`src/rtl/full_adder_pkg.sv`:
```
// Shared constants and helpers for the ripple-carry adder leaf.
package full_adder_pkg;

    // Supported operand widths.
    localparam int WIDTH_MIN = 1;
    localparam int WIDTH_MAX = 64;

    // Two's-complement overflow: the carry into the sign bit differs from
    // the carry out of it.
    function automatic logic signed_ovf(input logic carry_top, input logic carry_sign);
        return carry_top ^ carry_sign;
    endfunction

endpackage

```
`src/rtl/fa_cell.sv`:
```
// One-bit full adder cell; purely combinational.
module fa_cell (
    input  logic a,
    input  logic b,
    input  logic cin,
    output logic sum,
    output logic cout
);

    assign sum  = a ^ b ^ cin;
    assign cout = (a & b) | (b & cin) | (a & cin);

endmodule

```
`src/rtl/full_adder.sv`:
```
// Parameterized ripple-carry adder with a combinational result and a
// one-cycle registered copy (sum, carry-out, signed overflow, valid).
module full_adder
    import full_adder_pkg::*;
#(
    parameter int WIDTH = 1
) (
    input  logic             clk,
    input  logic             rst_n,
    input  logic [WIDTH-1:0] a,
    input  logic [WIDTH-1:0] b,
    input  logic             cin,
    input  logic             in_valid,
    output logic [WIDTH-1:0] sum,
    output logic             cout,
    output logic [WIDTH-1:0] sum_q,
    output logic             cout_q,
    output logic             ovf_q,
    output logic             out_valid
);

    // Reject widths outside the supported range at elaboration.
    if (WIDTH < WIDTH_MIN || WIDTH > WIDTH_MAX) begin : g_bad_width
        $error("full_adder: WIDTH out of range");
    end

    // carry_s[i] is the carry into bit i; carry_s[WIDTH] is the carry-out.
    logic [WIDTH:0]   carry_s;
    logic [WIDTH-1:0] sum_s;
    logic             ovf_s;

    assign carry_s[0] = cin;

    for (genvar i = 0; i < WIDTH; i++) begin : g_cell
        fa_cell u_cell (
            .a    (a[i]),
            .b    (b[i]),
            .cin  (carry_s[i]),
            .sum  (sum_s[i]),
            .cout (carry_s[i+1])
        );
    end

    // The combinational path is independent of clock, reset and in_valid.
    assign sum   = sum_s;
    assign cout  = carry_s[WIDTH];
    assign ovf_s = signed_ovf(carry_s[WIDTH], carry_s[WIDTH-1]);

    // Result register: clear on reset, capture on in_valid, otherwise hold.
    always_ff @(posedge clk) begin
        if (!rst_n) begin
            sum_q     <= {WIDTH{1'b0}};
            cout_q    <= 1'b0;
            ovf_q     <= 1'b0;
            out_valid <= 1'b0;
        end else if (in_valid) begin
            sum_q     <= sum_s;
            cout_q    <= carry_s[WIDTH];
            ovf_q     <= ovf_s;
            out_valid <= 1'b1;
        end else begin
            sum_q     <= sum_q;
            cout_q    <= cout_q;
            ovf_q     <= ovf_q;
            out_valid <= 1'b0;
        end
    end

endmodule

```
`config.mk`:
```
export PLATFORM = sky130hd
export DESIGN_NAME = full_adder
export DESIGN_NICKNAME = d
export VERILOG_FILES = /design/src/rtl/full_adder_pkg.sv /design/src/rtl/fa_cell.sv /design/src/rtl/full_adder.sv
export SDC_FILE = /design/constraint.sdc
export NUM_CORES = 1
export LEC_CHECK = 0
export ABC_CLOCK_PERIOD_IN_PS = 2400
export CAP_MARGIN = 20
export CORE_AREA = 2 2 39 41
export CTS_CLUSTER_SIZE = 40
export DETAILED_ROUTE_END_ITERATION = 7
export DIE_AREA = 0 0 41 43
export PLACE_DENSITY = 0.36
export SYNTH_ARGS = -nofsm -noshare
export SYNTH_HDL_FRONTEND = slang
export SYNTH_SLANG_ARGS = --single-unit
```
`constraint.sdc`:
```
create_clock -name clk -period 2.4 [get_ports clk]
set_clock_uncertainty 0.15 [all_clocks]
set_input_delay 0.24 -clock clk [delete_from_list [all_inputs] [get_ports clk]]
set_output_delay 0.24 -clock clk [all_outputs]
set_load 0.005 [all_outputs]
```
==> impl_metrics.tcl <==
set metrics [dict create \
    setup_tns_ns 0 \
    final_common_cell "clkdlybuf4s50_1" \
    maxCapViolCount 0 \
    io_pins 12 \
    synth_area_per_cell_um2 12.2 \
    drt-total-wl_um 367 \
    slew_violations 0 \
    dp_slack_ns 0.261 \
    critPathBufInv 2 \
    synth_warnings 0 \
    hold_depth 2 \
    crit_path_max_fanout 2 \
    worst_pin_slew_ns 0.210 \
    grt_pass1_vias 156 \
    synth_area_leaders "dfxtp_1, fa_1, mux2i_1" \
    ir_drop_uv 223 \
    grt_pass1_wl_um 662 \
    grt_antenna_before_repair 0 \
    setup_ws_ns 0.275 \
    period_minus_slack_ns 2.13 \
    cp_slowest_cell "fa_1" \
    min_from "sum_q" \
    clkTransAtPathRegs_ns 0.04 \
    holdPathEnd "sum_q" \
    path_class "in -> out" \
    path_cells "clkdlybuf4s50_1 > fa_1 > clkdlybuf4s50_1" \
    timing.rr.start "ovf_q" \
    final_net_count 36 \
    ctsHoldBuffers 0 \
    insertion_delay_ns 0.23 \
    synth.distinct_cells 8 \
    cts-resized-gates 0 \
    cp_slowest_stage_delay_ns 0.56 \
    synth_nets 20 \
    synth_area_um2 159 \
    total_leakage_power_nw 0.120 \
    ys_seq_area_frac 0.504 \
    fin_hold_ws_ns 0.362 \
    finalHoldViolations 0 \
    cts-buffers-inserted 3 \
    synth_largest_area_cell "dfxtp_1" \
    p_per_area_mw_per_mm2 644 \
    ant_nets 0 \
    crit_required_ns 2.01 \
    clock-root-buffer "clkbuf_4" \
    end_kind "output pin" \
    grt_overflow 0 \
    synth_top_cell_area_share 0.504 \
    die_x_um 41 \
    antennaDiodeCount 0 \
    fin_crit_sh 0.885 \
    area_growth_syn_to_layout_pct 96.1 \
    cts_buffer_depth 2 \
    dr.pass1.iters 2 \
    gp_congestion 0.633 \
    final_cell_mix "clkdlybuf4s50_1, dfxtp_1, clkbuf_4" \
    crit_top_cell "clkdlybuf4s50_1" \
    vias 147 \
    r2r_slack_ns 1.62 \
    core_area_mm2 0.00138 \
    ys_ff_latch 4 \
    grt_max_degree 6 \
    fmax_mhz 471 \
    layout-drive-gt1-share 0.148 \
    startpoint_type "input pin" \
    outcome "finished, final reports clean" \
    drt_iter0_markers 5 \
    max-slew-margin-rel 0.859 \
    port_buffers 11 \
    dieArea_mm2 0.00176 \
    synth_cells 13 \
    cts_tree "built" \
    routed_via_density 3.42 \
    htreeDepth 1 \
    rows 14 \
    cp.arrival_ns 1.74 \
    reg2reg_to "ovf_q" \
    start_util 0.115 \
    grt_use_total 0.0673 \
    routedWlPerCell_um 8.53 \
    cp_top_family "buffers and inverters" \
    r2r_cells 2 \
    num-fill-cells 150 \
    drc 0 \
    setup_viol 0 \
    cts_sinks 4 \
    postCtsSetupBuffers 0 \
    hold_path_class "reg -> reg" \
    die_y_um 43 \
    rsz0062_at_grt "no" \
]
## cell families after synthesis
group	Yosys count	synth area share
AO/OA/AOI/OAI	2	0.0629
flip-flops	4	0.504
adder cells (fa/ha/maj)	1	0.126
multiplexers	2	0.126
AND/OR/NAND/NOR	3	0.126
XOR/XNOR	1	0.0551
## area by class of cell
class	count	area (um2)	share of cell area
Sequential cell	4	80.1	0.257
Tap cell	16	20.0	0.0643
Clock buffer	3	22.5	0.0723
Timing Repair Buffer	11	110	0.353
Multi-Input combinational cell	9	78.8	0.253
## per-stage QoR
stage	cell area [um2]	total power [mW]	util	cells
3_5_place_dp	289	0.118	0.209	40
5_1_grt	312	0.221	0.225	43
2_1_floorplan	159	0.0885	-	13
3_3_place_gp	289	0.118	0.209	40
4_1_cts	312	0.209	0.225	43
6_report	312	0.201	0.225	43
## worst reg2reg max path: stages, from the launching register on
cell,delay (ns)
dfxtp_1,0.30
o21ai_0,0.15
a21oi_1,0.05
## per-layer routing
layer | wire, um | GRT usage | part of all wire
met5 | 0 | 0 | 0
met4 | 0 | 0.0600 | 0
met3 | 47 | 0.0785 | 0.13
met2 | 127 | 0.0625 | 0.35
met1 | 192 | 0.0740 | 0.52
## cells in the mapped netlist
cell / count
a21oi_1: 1
o21ai_0: 1
and2_2: 1
xnor2_1: 1
fa_1: 1
dfxtp_1: 4
nor2b_1: 2
mux2i_1: 2
## registers in the layout, summed over array words and instances (netlist names)
register   count
sum_q          1
out_valid      1
cout_q         1
ovf_q          1
## how the worst max path moves through the flow
stage | startpoint | to | slack (ns) | cells past startpoint
after detailed placement | a | sum | 0.26 | 3
after global placement | a | sum | 0.28 | 3
after CTS | a | sum | 0.26 | 3
after global routing | a | sum | 0.22 | 3
after floorplan | a | ovf_q | 1.19 | 3
final | a | sum | 0.27 | 3
## power breakdown
part | switching (mW) | internal (mW)
clock | 0.0284 | 0.0560
sequential | 0.00211 | 0.0719
combinational | 0.0132 | 0.0291
total | 0.0437 | 0.157
No activity file was read; power rests on OpenSTA's default activity.
